<file path="src/rtl/ft_sram_loader.sv">
// FT240X-to-SRAM loader/readback engine: host command decode, SRAM word writes,
// word readback to the host, and SRAM ownership mux between loader and target.
module ft_sram_loader #(
    parameter int unsigned ADDR_W     = 18,
    parameter int unsigned DATA_BYTES = 2,
    parameter int unsigned CNT_W      = 8
) (
    input  logic                    clk24MHz,
    input  logic                    rst,
    input  logic [7:0]              ft_din,
    output logic [7:0]              ft_dout,
    output logic                    ft_doe,
    output logic                    ft_nRD,
    output logic                    ft_nWR,
    input  logic                    ft_RXF,
    input  logic                    ft_TXE,
    input  logic [ADDR_W-1:0]       tgt_addr,
    output logic [ADDR_W-1:0]       sram_addr,
    input  logic [8*DATA_BYTES-1:0] sram_din,
    output logic [8*DATA_BYTES-1:0] sram_dout,
    output logic                    sram_doe,
    output logic                    sram_nWE,
    output logic                    sram_nOE,
    output logic                    mode_run,
    output logic                    busy
);

    localparam int unsigned DATA_W     = 8 * DATA_BYTES;
    localparam int unsigned ADDR_BYTES = (ADDR_W + 7) / 8;
    localparam int unsigned ASH_W      = 8 * ADDR_BYTES;
    localparam int unsigned BCNT_W     = 4;

    typedef enum logic [3:0] {
        S_IDLE, S_RD_WAIT, S_RD_REQ, S_RD_LATCH, S_RD_DONE,
        S_WE_SETUP, S_WE_PULSE, S_WE_HOLD,
        S_OE_1, S_OE_2,
        S_WR_WAIT, S_WR_SETUP, S_WR_PULSE, S_WR_HOLD
    } state_t;

    // What the byte currently being fetched from the host is for
    typedef enum logic [2:0] {R_CMD, R_ADDR, R_WCNT, R_RCNT, R_DATA} role_t;

    state_t              state, state_nx;
    role_t               role, role_nx;
    logic [7:0]          byte_q, byte_nx;
    logic [BCNT_W-1:0]   bcnt, bcnt_nx;
    logic [CNT_W-1:0]    words, words_nx;
    logic [DATA_W-1:0]   data_q, data_nx;
    logic [ASH_W-1:0]    addr_sh, addr_sh_nx;
    logic [ADDR_W-1:0]   addr_ctr, addr_nx;
    logic                mode_nx;
    logic [7:0]          dout_nx;
    logic                we_n_q, doe_q, oe_q;

    // State and datapath registers; strobes are registered from the next state
    always_ff @(posedge clk24MHz) begin
        if (rst) begin
            state    <= S_IDLE;
            role     <= R_CMD;
            byte_q   <= '0;
            bcnt     <= '0;
            words    <= '0;
            data_q   <= '0;
            addr_sh  <= '0;
            addr_ctr <= '0;
            mode_run <= 1'b0;
            busy     <= 1'b0;
            ft_dout  <= '0;
            ft_doe   <= 1'b0;
            ft_nRD   <= 1'b1;
            ft_nWR   <= 1'b1;
            we_n_q   <= 1'b1;
            doe_q    <= 1'b0;
            oe_q     <= 1'b0;
        end else begin
            state    <= state_nx;
            role     <= role_nx;
            byte_q   <= byte_nx;
            bcnt     <= bcnt_nx;
            words    <= words_nx;
            data_q   <= data_nx;
            addr_sh  <= addr_sh_nx;
            addr_ctr <= addr_nx;
            mode_run <= mode_nx;
            busy     <= (state_nx != S_IDLE);
            ft_dout  <= dout_nx;
            ft_doe   <= (state_nx == S_WR_SETUP) || (state_nx == S_WR_PULSE) ||
                        (state_nx == S_WR_HOLD);
            ft_nRD   <= !((state_nx == S_RD_REQ) || (state_nx == S_RD_LATCH));
            ft_nWR   <= (state_nx != S_WR_PULSE);
            we_n_q   <= (state_nx != S_WE_PULSE);
            doe_q    <= (state_nx == S_WE_SETUP) || (state_nx == S_WE_PULSE) ||
                        (state_nx == S_WE_HOLD);
            oe_q     <= (state_nx == S_OE_1) || (state_nx == S_OE_2);
        end
    end

    // Next-state logic: byte fetch/send handshakes, command decode, burst sequencing
    always_comb begin
        state_nx   = state;
        role_nx    = role;
        byte_nx    = byte_q;
        bcnt_nx    = bcnt;
        words_nx   = words;
        data_nx    = data_q;
        addr_sh_nx = addr_sh;
        addr_nx    = addr_ctr;
        mode_nx    = mode_run;
        dout_nx    = ft_dout;

        case (state)
            S_IDLE: begin
                if (!ft_RXF) begin
                    state_nx = S_RD_REQ;
                    role_nx  = R_CMD;
                end
            end
            S_RD_WAIT:  if (!ft_RXF) state_nx = S_RD_REQ;
            S_RD_REQ:   state_nx = S_RD_LATCH;
            S_RD_LATCH: begin
                byte_nx  = ft_din;
                state_nx = S_RD_DONE;
            end
            S_RD_DONE: begin
                case (role)
                    R_CMD: begin
                        state_nx = S_IDLE;
                        if (byte_q[7:4] == 4'h1) begin
                            mode_nx = byte_q[0];
                        end else if (!mode_run) begin
                            case (byte_q)
                                8'h01: addr_nx = '0;
                                8'h02: begin
                                    role_nx  = R_ADDR;
                                    bcnt_nx  = BCNT_W'(ADDR_BYTES - 1);
                                    state_nx = S_RD_WAIT;
                                end
                                8'h20: begin
                                    role_nx  = R_WCNT;
                                    state_nx = S_RD_WAIT;
                                end
                                8'h30: begin
                                    role_nx  = R_RCNT;
                                    state_nx = S_RD_WAIT;
                                end
                                default: ;
                            endcase
                        end
                    end
                    R_ADDR: begin
                        addr_sh_nx = ASH_W'({addr_sh, byte_q});
                        if (bcnt == '0) begin
                            // Only the low ADDR_W bits of the MSB-first field are kept
                            addr_nx  = ADDR_W'(ASH_W'({addr_sh, byte_q}));
                            state_nx = S_IDLE;
                        end else begin
                            bcnt_nx  = bcnt - 1'b1;
                            state_nx = S_RD_WAIT;
                        end
                    end
                    R_WCNT: begin
                        words_nx = CNT_W'(byte_q);
                        role_nx  = R_DATA;
                        bcnt_nx  = BCNT_W'(DATA_BYTES - 1);
                        state_nx = S_RD_WAIT;
                    end
                    R_RCNT: begin
                        words_nx = CNT_W'(byte_q);
                        state_nx = S_OE_1;
                    end
                    R_DATA: begin
                        data_nx = DATA_W'({data_q, byte_q});
                        if (bcnt == '0) begin
                            state_nx = S_WE_SETUP;
                        end else begin
                            bcnt_nx  = bcnt - 1'b1;
                            state_nx = S_RD_WAIT;
                        end
                    end
                    default: state_nx = S_IDLE;
                endcase
            end
            S_WE_SETUP: state_nx = S_WE_PULSE;
            S_WE_PULSE: state_nx = S_WE_HOLD;
            S_WE_HOLD: begin
                addr_nx = ADDR_W'(addr_ctr + 1'b1);
                if (words == '0) begin
                    state_nx = S_IDLE;
                end else begin
                    words_nx = words - 1'b1;
                    bcnt_nx  = BCNT_W'(DATA_BYTES - 1);
                    state_nx = S_RD_WAIT;
                end
            end
            S_OE_1: state_nx = S_OE_2;
            S_OE_2: begin
                data_nx  = sram_din;
                bcnt_nx  = BCNT_W'(DATA_BYTES - 1);
                state_nx = S_WR_WAIT;
            end
            S_WR_WAIT: begin
                if (!ft_TXE) begin
                    dout_nx  = data_q[DATA_W-1 -: 8];
                    state_nx = S_WR_SETUP;
                end
            end
            S_WR_SETUP: state_nx = S_WR_PULSE;
            S_WR_PULSE: state_nx = S_WR_HOLD;
            S_WR_HOLD: begin
                if (bcnt == '0) begin
                    addr_nx = ADDR_W'(addr_ctr + 1'b1);
                    if (words == '0) begin
                        state_nx = S_IDLE;
                    end else begin
                        words_nx = words - 1'b1;
                        state_nx = S_OE_1;
                    end
                end else begin
                    bcnt_nx  = bcnt - 1'b1;
                    data_nx  = DATA_W'({data_q, 8'h00});
                    state_nx = S_WR_WAIT;
                end
            end
            default: state_nx = S_IDLE;
        endcase
    end

    // SRAM ownership mux: the target owns a read-only bus in RUN mode
    always_comb begin
        sram_dout = data_q;
        sram_addr = mode_run ? tgt_addr : addr_ctr;
        sram_nOE  = mode_run ? 1'b0 : !oe_q;
        sram_nWE  = mode_run ? 1'b1 : we_n_q;
        sram_doe  = mode_run ? 1'b0 : doe_q;
    end

endmodule

</file>
<file path="config.mk">
export PLATFORM = sky130hd
export DESIGN_NAME = ft_sram_loader
export DESIGN_NICKNAME = d
export VERILOG_FILES = /design/src/rtl/ft_sram_loader.sv
export SDC_FILE = /design/constraint.sdc
export NUM_CORES = 1
export LEC_CHECK = 0
export CORE_UTILIZATION = 40
export CTS_CLUSTER_SIZE = 12
export DETAILED_ROUTE_END_ITERATION = 7
export RECOVER_POWER = 100
export REMOVE_ABC_BUFFERS = 1
export SLEW_MARGIN = 20
export SYNTH_ARGS = -nofsm -noshare
export SYNTH_HDL_FRONTEND = slang
export SYNTH_SLANG_ARGS = --single-unit
</file>
<file path="constraint.sdc">
create_clock -name clk24MHz -period 3.3 [get_ports clk24MHz]
set_input_delay 0.33 -clock clk24MHz [delete_from_list [all_inputs] [get_ports clk24MHz]]
set_output_delay 0.33 -clock clk24MHz [all_outputs]
set_load 0.01 [all_outputs]
</file>
==> Yosys cells after proc, flatten, opt, wreduce, memory -nomap -nowiden <==
Cells that the tools add are included.
{ "totals": {"regBits": 87, "inputBits": 46, "output_inout_bits": 50} }
{ "classes": {"n_reduce_logical": 29, "n_addsub": 3, "mux": 43, "n_eq_ne": 49, "bitwise": 1} }
{ "ops": {"columns": ["operator", "count"], "rows": [
  ["$mux W18", 6],
  ["$pmux W18 S3", 1],
  ["$pmux W4 S13", 1],
  ["$pmux W16 S3", 1],
  ["$eq A4 B4 Y1 const B", 11],
  ["$mux W4", 9],
  ["$pmux W18 S2", 1],
  ["$mux W16", 2],
  ["$eq A4 B3 Y1 const B", 7],
  ["$mux W8", 3],
  ["$pmux W8 S3", 1],
  ["$pmux W4 S5", 1],
  ["$add A18 B1 Y18 const B", 1],
  ["$eq A4 B2 Y1 const B", 4],
  ["$eq A8 B6 Y1 const B", 2],
  ["$pmux W4 S4", 1],
  ["$mux W3", 4],
  ["$ne A2 B2 Y1 const B", 6],
  ["$pmux W3 S2", 2],
  ["$pmux W4 S3", 1],
  ["$reduce_and A6 Y1", 2],
  ["$ne A3 B3 Y1 const B", 3],
  ["$pmux W3 S3", 1],
  ["$reduce_and A3 Y1", 3],
  ["other kinds (28)", 51]
]} }

==> Logic depth before layout (Yosys ltp) <==
Gate-level depths: netlist of run 1.
{ "logic_depth": {"ltp_word": 10, "depth_mapped": 9, "mapped_depth_nobuf": 8} }

==> Worst setup path after synthesis of run 1 <==
No wires, ideal clock.
{ "synth_timing": {"kind": "reg2reg", "start": "register bcnt[0]", "end": "register addr_ctr[14]", "required_time_ns": 3.168, "setup_time_ns": 0.132, "setup_slack_ns": 0.994, "path_stages_with_launch": 10, "path_buffers": 2, "arrival_time_ns": 2.174, "synth_period_minus_slack_ns": 2.306, "cell_sequence": "dfxtp_1 > inv_1 > ha_1 > nor3b_1 > a21oi_1 > or4b_1 > buf_2 > buf_2 > a221oi_1 > nor3_1"} }
{ "synth_between": {"elab_chain_cells": 3} }
{ "synth_lines": {"columns": ["item", "line_no", "text"], "rows": [
  ["start, declared", "46", "logic [BCNT_W-1:0] bcnt, bcnt_nx;"],
  ["start signal, assigned", "79", "bcnt <= bcnt_nx;"],
  ["$logic_not A4 Y1 (*)", "152, 210", null],
  ["$ne A3 B3 Y1 (no line) / $ne A2 B2 Y1 (equally long branches)", null, null],
  ["$reduce_and A7 Y1 (no line) (*)", null, null],
  ["end signal, assigned", "83", "addr_ctr <= addr_nx;"],
  ["end, declared", "50", "logic [ADDR_W-1:0] addr_ctr, addr_nx;"]
]} }
Mark *: on every way between the ends. The rest lies on a longest branch, timed or not.
A chain may end at the register's enable or synchronous reset.

==> Final worst setup path of run 1 <==
{ "layout_timing": {"start": "register mode_run", "end": "output port sram_addr[1]"} }
{ "layout_between": {"elab_chain_cells": 1} }
{ "layout_lines": {"columns": ["item", "line_no", "text"], "rows": [
  ["start, declared", "24", "output logic mode_run,"],
  ["start signal, assigned", "84", "mode_run <= mode_nx;"],
  ["$mux W18", "231", "sram_addr = mode_run ? tgt_addr : addr_ctr;"],
  ["end, declared", "18", "output logic [ADDR_W-1:0] sram_addr,"]
]} }
No other way between the ends.

==> results.md, run 1 <==
- After layout, the design draws a total of between 2 and 2.5 mW.
- The number of levels the H-tree was split into is 3.
- Measured along the x axis, the die boundary spans between 100 and 150 µm.
- The kind of path behind the tightest hold check is reg -> reg.
- The highest fanout seen on the critical path is 27.
- The routed wire length is 13.9 mm.
- The type of the worst setup path is reg -> out.
- During placement, the flow inserted port buffers numbering 95.
- The final number of max-transition violations is 0.
- The critical path goes through clkbuf_1 > mux2_1 > clkdlybuf4s50_1.
- By area, the combinational part of the netlist is dominated by simple AND/OR/NAND/NOR gates.
- Setup repair after global routing left no endpoint under its margin.
- The relative slew slack is 5.74%.
- For this run, design rule violations remaining after detail routing come to 16.
- The floorplan die area is between 10000 and 15000 µm².
- The largest stage delay on the critical path is 1.02 ns.
- The power per cell area is 399 nW/µm².
- In this run the cell area measured after placement is 5850 µm².
- The initial utilization of the core area, before any placement, comes to between 40 and 50%.
- The data arrival at the endpoint of the critical path is approximately 2.6 ns.
- Hold timing on the final database bottoms out at a slack of approximately 0.45 ns.
- For this run, the total global-route usage over all layers was measured as between 20 and 25%.
- The clock transition at the register clock pins on the worst setup and hold paths after CTS is ~0.07 ns.
- The final reports fail on DRC.
- Counting both buffers and inverters, the worst setup path holds a total of 2.
- In this run, CTS created clock tree buffers numbering 9.
- The clock reaches the later pin of the worst-skew pair after about 0.34 ns.
- Prior to clock tree synthesis, the placed netlist has a worst setup slack of between 0.5 and 0.6 ns.
- The adder-cell area share of the yosys netlist is around 1.1%.
- The combined area of all synthesized cells is 4760 µm².
- CTS saw 87 sinks.
- The clock period minus final worst setup slack is about 3.0 ns.
- Summed over all cells, the static leakage comes to 2.12 nW.
- The sum of overflow across all layers after global routing is 0.
- The weighted congestion at the end of routability-driven global placement is around 0.8.
- The placed wire-length estimate after detailed placement is ~9.7 mm.
- Across the VDD grid, the largest voltage drop is around 250 µV.
- The number of ports placed on the die boundary is 96.
- After detailed routing, the average wire length per cell comes to approximately 17 µm.
- The aggregate negative setup slack is 0 ns.
- The cell count after synthesis came out at around 600.
- The tool flagged a number of max-cap violations equal to 0.
- On the critical path, the stage with the largest delay is an instance of clkbuf_1.
- In the synthesized netlist the dominant register cell turns out to be dfxtp_1.
- In the post-synthesis netlist, the biggest area contributors are dfxtp_1, a21oi_1, nand2_1, nor2_1, mux2_2.
- The cell at the root of the clock tree is clkbuf_16.
- The clock arrives with 0.00664 ns of skew.
- The number of global-route vias before repair is 4487.
- The final core area utilization is 53.4%.
- The final design area excluding fillers is between 6000 and 7000 µm².
- The remaining antenna violation count after routing is 0.
- In this run, post-CTS hold repair placed 0 buffers.
- The fraction of synthesized area in multiplexers is 5.89%.
- The final standard cell count with taps included and fillers excluded is 840.
- The repair_antennas step left the layout with diodes totalling 0.
- STA classifies the critical path endpoint as an output port.
- In the post-synthesis netlist, the cell with the most instances is dfxtp_1.
- Counting flops with an async set or reset pin after synthesis yields a share of 0%.
- The slew of the pin with the lowest slew margin is between 1 and 1.5 ns.
- After Yosys synthesis, and, or, nand and nor cells account for between 20% and 30% of the synthesized area.
- Summing the areas of all compound-gate instances in the mapped netlist gives approximately 22% of the synthesized area.
- Summing the areas of all xor and xnor instances in the mapped netlist gives 1.29% of the synthesized area.
- Gates resized during post-CTS repair numbered 0.
- For this run, the number of Yosys warnings is 0.
- The number of unique standard cell types used by synthesis is 58.
- The detailed router placed ~4800 vias in this run.
- The endpoint required time on the critical path is ~3.0 ns.
- The clock passes through at most 2 buffers.
- The maximum number of pins on one net before global-route repair is 41.
- The fmax is roughly 0.34 GHz.
- The area growth from synthesis to layout is 29.3%.
- The worst setup path is launched from a register.
- The commonest cells after synthesis are dfxtp_1, nand2_1, a21oi_1, nor2_1, clkbuf_1.
- The vertical die dimension is between 100 and 150 µm.
- After synthesis the netlist holds a flip-flop and latch count of slightly below 90.
- The core region is roughly 12000 µm².
- The area share of the largest cell type after synthesis is a little over a third.
- The number of hold violations in the final report is 0.
- Setup violations remaining at the end of the flow were counted as 0.
- The number of placed instances with taps included is between 800 and 900.
- The final worst-path setup slack is 0.337 ns.
- Using the TritonRoute via totals, the vias-per-cell ratio works out to roughly 5.8.
- The first global-routing pass estimated 22.8 mm of wire.
- The floorplan has 39 rows.
- The DRC marker count from the first detailed-route iteration is approximately 290.
- Of the cells placed in the final design, the portion with a size suffix greater than 1 is between 8 and 9%.
- The number of synthesized flops with an enable pin is 0.
- After layout, the worst path uses 89.8% of the clock period.
- TritonCTS built the clock tree.
- Grouping stages by cell kind, the critical path spends the most delay in buffers and inverters.
- Of the synthesized area, sequential elements account for around 37%.
- The iteration count of the initial detailed-routing pass is 7.
- The mean area per synthesized cell is a little under 8 µm².
- The flow ran to the end, but the final reports show violations.
- The number of nets in the layout is roughly 740.
- The biggest area contributor in the post-synthesis netlist is dfxtp_1.
- The initial antenna violation count is 0.
- Buffers added to address setup during post-CTS repair amount to 0.
-- layout by cell type, fill, tap and decap left out, drive strengths merged, types with 3 or more instances in the layout --
| master | instances |
|---|---|
| a211oi | 12 |
| a21boi | 6 |
| a21oi | 69 |
| a221oi | 6 |
| a22o | 4 |
| a311oi | 11 |
| a31oi | 6 |
| a32o | 4 |
| and2 | 4 |
| and3 | 5 |
| buf | 12 |
| bufinv | 3 |
| clkbuf | 16 |
| clkdlybuf4s50 | 62 |
| clkinv | 3 |
| dfxtp | 87 |
| dlygate4sd3 | 32 |
| ha | 4 |
| inv | 9 |
| mux2 | 16 |
| mux2i | 10 |
| nand2 | 81 |
| nand2b | 12 |
| nand3 | 29 |
| nor2 | 69 |
| nor2b | 6 |
| nor3 | 17 |
| nor3b | 13 |
| nor4 | 4 |
| nor4b | 5 |
| o21ai | 26 |
| o32ai | 4 |
| o41ai | 4 |
| or2 | 9 |
| or3 | 3 |
| or4 | 3 |
| xnor2 | 4 |
| xor2 | 3 |
-- power by group --
group | switching [mW] | leakage (nW) | internal, mW
Clock | 0.428 | 0.166 | 0.739
Combinational | 0.0889 | 1.25 | 0.104
Sequential | 0.0264 | 0.702 | 1.07
-- sequential cells by signal (all words and copies together), names as in the netlist --
signal	flops
addr_ctr	18
addr_sh	10
bcnt	4
busy	1
byte_q	8
doe_q	1
ft_doe	1
ft_dout	8
ft_nRD	1
ft_nWR	1
mode_run	1
oe_q	1
role	3
sram_dout	16
state	4
we_n_q	1
words	8
-- cell type report --
cell class	count	area, µm²
Tap cell	143	179
Clock inverter	6	109
Inverter	9	33.8
Timing Repair Buffer	112	1060
Clock buffer	10	229
Multi-Input combinational cell	473	2790
Fill cell	1120	5370
Sequential cell	87	1740
-- path summary, 6_finish.rpt --
kind	slack, ns	to	start	cells after the start
worst max-delay path	0.34	sram_addr[1]	mode_run	3
worst min-delay path	0.45	ft_dout[1]	ft_dout[1]	2
worst max register to register	0.43	words[5]	state[2]	7
worst min register to register	0.45	ft_dout[1]	ft_dout[1]	2
-- routing by layer --
| metal | vias up | part of all wire, % | global-route usage [%] |
|---|---|---|---|
| met2 | 147 | 46 | 36.8 |
| met3 | 13 | 5.4 | 3.39 |
| met4 | 0 | 0.99 | 7.39 |
| met1 | 2306 | 48 | 31.5 |
| met5 | - | 0 | 0 |
| li1 | 2372 | - | - |
-- tightest hold or removal path, cell delays in order (launching register included) --
cell and delay [ns]:
dfxtp_1 0.31, nand2_1 0.05, a21oi_1 0.05
-- cell families after synthesis --
| logic type | after synthesis |
|---|---|
| multiplexers | 26 |
| flip-flops | 87 |
| adder cells (fa/ha/maj) | 4 |
| AO/OA/AOI/OAI | 166 |
| buffers and inverters | 55 |
| AND/OR/NAND/NOR | 270 |
| XOR/XNOR | 7 |
(Power assumes the default switching activity.)
==> inputs of run 2 (changes only) <==
--- a/config.mk
+++ b/config.mk
@@ -8,6 +8,7 @@
 export CORE_UTILIZATION = 40
 export CTS_CLUSTER_SIZE = 12
 export DETAILED_ROUTE_END_ITERATION = 7
+export HOLD_SLACK_MARGIN = 0.02
 export RECOVER_POWER = 100
 export REMOVE_ABC_BUFFERS = 1
 export SLEW_MARGIN = 20
==> results of run 2 <==
No change in the layout: final DEF, timing and power equal those of run 1.
==> edit 1: new RTL, settings of run 1 <==
Set the localparam `BCNT_W` to 6 (it was 4).
--- a/src/rtl/ft_sram_loader.sv
+++ b/src/rtl/ft_sram_loader.sv
@@ -28,7 +28,7 @@
     localparam int unsigned DATA_W     = 8 * DATA_BYTES;
     localparam int unsigned ADDR_BYTES = (ADDR_W + 7) / 8;
     localparam int unsigned ASH_W      = 8 * ADDR_BYTES;
-    localparam int unsigned BCNT_W     = 4;
+    localparam int unsigned BCNT_W     = 6;
 
     typedef enum logic [3:0] {
         S_IDLE, S_RD_WAIT, S_RD_REQ, S_RD_LATCH, S_RD_DONE,
Function: same outputs for any inputs over 4 cycles, from zero or initial values and one cycle with rst high; that may be too few to reach the edited logic, so the function may still have changed.
==> edit 1 against run 1 <==
The flow still finishes with violations (DRC); wire length is 2.5% lower; sequential cell count rose by 2; synthesized area rose by 3.1%; power decreased by 3.8%; maximum frequency grew 10%; combinational power fell by 12%; worst setup slack improved by 280 ps; design area rose by 0.98%; largest power group is now registers.
==> edit 1: results (changes against run 1) <==
INFO  metric regToRegSetupSlack = 620 ps (+190 ps)
INFO  metric multiplexer_area_fraction_after_synthesis = 8.29% (+2.4 points)
INFO  metric power.share.sequential = 46.9% (+2.4 points)
INFO  metric area_used_by_multi_input_combinational_logic = 0.00282 mm^2 (+1.0%)
INFO  metric whs = 463 ps (+9.06 ps)
INFO  metric synth_xor_area_share = 0.536% (-0.75 points)
INFO  metric num-nonclk-inverters = 13 (+4)
INFO  metric detail_route.drc_violations = 1 (-15)
INFO  metric timing.clock.skew = 6.24 ps (-0.399 ps)
INFO  metric seq_area_share = 28.7% (+0.37 points)
INFO  metric filler_cells = 1162 (+3.8%)
INFO  metric endpoint = words[0]$_SDFFE_PP0P_
INFO  metric fin_util = 51.9% (-1.5 points)
INFO  metric drive_above_1_share = 7.66% (-0.52 points)
INFO  metric grt_max_degree = 39 (-4.9%)
INFO  metric grt_usage = 21.7% (-1.2 points)
INFO  metric comb_power = 0.000169 W (-12%)
INFO  metric outcome = complete, but fails checks
INFO  metric cp-startpoint = state[1]$_SDFF_PP0_
INFO  metric synth_top_cells_by_count = sky130_fd_sc_hd__nor2_1 (90), sky130_fd_sc_hd__dfxtp_1 (89), sky130_fd_sc_hd__nand2_1 (62), sky130_fd_sc_hd__a21oi_1 (48), sky130_fd_sc_hd__o21ai_0 (32)
INFO  metric power_leakage = 2.20 nW (+4.0%)
INFO  metric seq_area_frac_synth = 36.3% (-0.29 points)
INFO  metric violated_checks = DRC
INFO  metric power_switching = 0.000526 W (-3.1%)
INFO  metric worst_voltage_drop_across_the_vdd_grid = 0.247 mV (-3.1%)
INFO  metric cell_type_of_the_slowest_stage_on_the_worst_timing_path = sky130_fd_sc_hd__dfxtp_1
INFO  metric clock_cell_area_share = 4.98% (-0.52 points)
INFO  metric wl_per_cell = 16.1 um (-2.4%)
INFO  metric gp_routability_congestion = 0.880 (+9.8%)
INFO  metric synth.distinct_cells = 74 (+28%)
INFO  metric internal_power = 0.00183 W (-4.0%)
INFO  metric routed_wirelength = 13.5 mm (-2.5%)
INFO  metric synthTopCellsByArea = sky130_fd_sc_hd__dfxtp_1 (36%), sky130_fd_sc_hd__nor2_1 (6.9%), sky130_fd_sc_hd__mux2i_1 (5.3%), sky130_fd_sc_hd__a21oi_1 (4.9%), sky130_fd_sc_hd__nand2_1 (4.7%)
INFO  metric multi_input_comb_cells = 463 (-2.1%)
INFO  metric synth.avg_cell_area = 7.97 um^2 (+3.1%)
INFO  metric dr_total_vias = 4785 (-1.1%)
## edit 1: changes by cell type in the layout (fill, tap and decap cells not counted), moves of 8 or more
cell                              before  now
sky130_fd_sc_hd__a21oi_1              68   48
sky130_fd_sc_hd__o21ai_0              25   33
sky130_fd_sc_hd__clkdlybuf4s50_1      62   45
sky130_fd_sc_hd__dlygate4sd3_1        32   49
sky130_fd_sc_hd__nor3b_1              13    2
sky130_fd_sc_hd__a22oi_1               1   11
sky130_fd_sc_hd__nand2_1              81   62
sky130_fd_sc_hd__mux2i_1              10   26
sky130_fd_sc_hd__a211oi_1             11   19
sky130_fd_sc_hd__a311oi_1             11    1
sky130_fd_sc_hd__nand3_1              29   10
sky130_fd_sc_hd__nor2_1               68   90
## edit 1: per-layer routing
metal	track usage (%)	wire [um]	up-vias
li1	-	-	2362
met1	30.2	6460	2261
met2	34.2	6240	148
met3	3.00	658	14
met4	8.00	185	0
met5	0	0	-
==> edit 2: new RTL, config.mk and constraints of run 1 <==
Without the edit above. Put a register stage on the output `sram_addr`, without a reset. The value now appears one clock later. The other outputs are not delayed to match.
--- a/src/rtl/ft_sram_loader.sv
+++ b/src/rtl/ft_sram_loader.sv
@@ -39,6 +39,8 @@
 
     // What the byte currently being fetched from the host is for
     typedef enum logic [2:0] {R_CMD, R_ADDR, R_WCNT, R_RCNT, R_DATA} role_t;
+
+    logic [ADDR_W-1:0] sram_addr_d;
 
     state_t              state, state_nx;
     role_t               role, role_nx;
@@ -228,11 +230,15 @@
     // SRAM ownership mux: the target owns a read-only bus in RUN mode
     always_comb begin
         sram_dout = data_q;
-        sram_addr = mode_run ? tgt_addr : addr_ctr;
+        sram_addr_d = mode_run ? tgt_addr : addr_ctr;
         sram_nOE  = mode_run ? 1'b0 : !oe_q;
         sram_nWE  = mode_run ? 1'b1 : we_n_q;
         sram_doe  = mode_run ? 1'b0 : doe_q;
     end
 
+    always_ff @(posedge clk24MHz) begin
+        sram_addr <= sram_addr_d;
+    end
+
 endmodule
 
Formal check against the unedited RTL: not equivalent (a bounded check fails within 10 cycles, from zero or initial values and one cycle with rst high).
==> edit 2 against run 1 <==
The run ends with capacitance limit, slew limit left; design area rose by 10%; clock power fell by 12%; global-route usage fell by 0.86 points; sequential cell count rose by 18; power rose by 1.6%; wire length rose by 8.3%; synthesized area rose by 14%; worst setup slack improved by 110 ps; count of clock-buffer cells in the layout fell by 1; critical endpoint is now addr_ctr[5]$_SDFFE_PP0P_; largest cell class unchanged; highest routed layer unchanged.
==> edit 2: results (changes against run 1) <==
INFO  metric worst_voltage_drop_across_the_vdd_grid = 0.200 mV (-21%)
INFO  metric outcome = complete, but fails checks
INFO  metric power_leakage = 2.28 nW (+7.5%)
INFO  metric filler_cells = 1321 (+18%)
INFO  metric gp_routability_congestion = 0.823 (+2.7%)
INFO  metric dr_total_vias = 5101 (+5.4%)
INFO  metric synth.distinct_cells = 72 (+24%)
INFO  metric synthTopCellsByArea = sky130_fd_sc_hd__dfxtp_1 (39%), sky130_fd_sc_hd__mux2i_1 (5.0%), sky130_fd_sc_hd__a21oi_1 (4.9%), sky130_fd_sc_hd__nor2_1 (4.3%), sky130_fd_sc_hd__nand2_1 (3.3%)
INFO  metric cts.htree.levels = 3 (unchanged)
INFO  metric seq_area_frac_synth = 38.7% (+2.1 points)
INFO  metric maxCapViolations = 1 (+1)
INFO  metric synth-async-reset-ratio = 0% (unchanged)
INFO  metric drt_iter0_drc = 318 (+11%)
INFO  metric critical-path-max-stage-delay = 680 ps (-340 ps)
INFO  metric grt_usage = 22.0% (-0.86 points)
INFO  metric num-nets-final = 759 (+2.3%)
INFO  metric violated_checks = capacitance limit, slew limit
INFO  metric crit_family = compound AO/OA/AOI/OAI gates
INFO  metric final_max_slew_viol_count = 9 (+9)
INFO  metric tightest_slew = 1520 ps (+106 ps)
INFO  metric synth_top_cells_by_count = sky130_fd_sc_hd__dfxtp_1 (105), sky130_fd_sc_hd__nor2_1 (62), sky130_fd_sc_hd__a21oi_1 (53), sky130_fd_sc_hd__nand2_1 (48), sky130_fd_sc_hd__clkbuf_1 (43)
INFO  metric cell_type_of_the_slowest_stage_on_the_worst_timing_path = sky130_fd_sc_hd__or4b_1
INFO  metric antenna_found_initial = 0 (unchanged)
INFO  metric timing.clock.skew = 10.0 ps (+3.37 ps)
INFO  metric worst_ep_arrival_time = 3080 ps (+450 ps)
INFO  metric drive_above_1_share = 9.10% (+0.93 points)
INFO  metric cts_post_setup_buffers_inserted = 0 (unchanged)
INFO  metric cts_inserted_buffers = 9 (unchanged)
INFO  metric dp_hpwl = 10.6 mm (+9.2%)
INFO  metric clk_latency = 370 ps (+30 ps)
INFO  metric hp-class = in2reg
INFO  metric place_area = 0.00656 mm^2 (+12%)
INFO  metric grt_pass1_wl = 24.7 mm (+8.2%)
INFO  metric cp_max_fo = 15 (-44%)
INFO  metric grt_max_degree = 54 (+32%)
INFO  metric dp_slack = 561 ps (-17.2 ps)
INFO  metric wl_per_cell = 16.9 um (+2.2%)
INFO  metric grt_pass1_vias = 4876 (+8.7%)
edit 2: path summary, 6_finish.rpt:
| check | cells after the start | endpoint | slack, ps | startpoint |
|---|---|---|---|---|
| worst max-delay path | 5 | addr_ctr[5]$_SDFFE_PP0P_ | 440 | state[1]$_SDFF_PP0_ |
| worst min-delay path | 2 | ft_dout[5]$_SDFFE_PP0P_ | 300 | rst |
| worst max register to register | 5 | addr_ctr[5]$_SDFFE_PP0P_ | 440 | state[1]$_SDFF_PP0_ |
| worst min register to register | 2 | addr_sh[6]$_SDFFE_PP0P_ | 460 | addr_sh[6]$_SDFFE_PP0P_ |
edit 2: logic make-up (layout without fill, tap and decap cells):
group / after synthesis / count (layout) / share of synthesized area, %
compound gates: 182 / 182 / 24.7
xor+xnor: 6 / 6 / 0.968
fa+ha+maj: 4 / 4 / 0.922
buf+inv: 68 / 148 / 5.09
flops: 105 / 105 / 38.7
mux: 41 / 41 / 7.88
simple gates: 228 / 228 / 21.7
edit 2: cell type report:
cell class	count	area (um^2)	area share, %
Sequential cell	105	2100	31.1
Tap cell	176	220	3.26
Clock buffer	9	225	3.33
Timing Repair Buffer	117	1070	15.8
Clock inverter	7	52.6	0.777
Multi-Input combinational cell	461	3030	44.9
Inverter	15	56.3	0.833
edit 2: per-layer routing:
metal | GRT usage (%) | vias up | part of all wire (%)
met5 | 0 | - | 0
met2 | 34.1 | 179 | 45
met1 | 29.0 | 2377 | 46
met3 | 4.92 | 28 | 6.3
met4 | 10.7 | 0 | 2.5
li1 | - | 2517 | -
edit 2: where the power goes:
part	total [W]	switching, W	internal, W
logic	0.000174	0.0000877	0.0000867
registers	0.00129	0.0000136	0.00128
clock network	0.00103	0.000509	0.000520
total	0.00249	0.000610	0.00188
edit 2: per-stage QoR:
stage | instances | hold WS [ps] | power (W)
3_5_place_dp | 874 | 453 | 0.00150
2_1_floorplan | 581 | 396 | 0.00139
5_1_grt | 890 | 327 | 0.00260
6_report | 890 | 304 | 0.00249
3_3_place_gp | 874 | 453 | 0.00150
4_1_cts | 890 | 310 | 0.00253
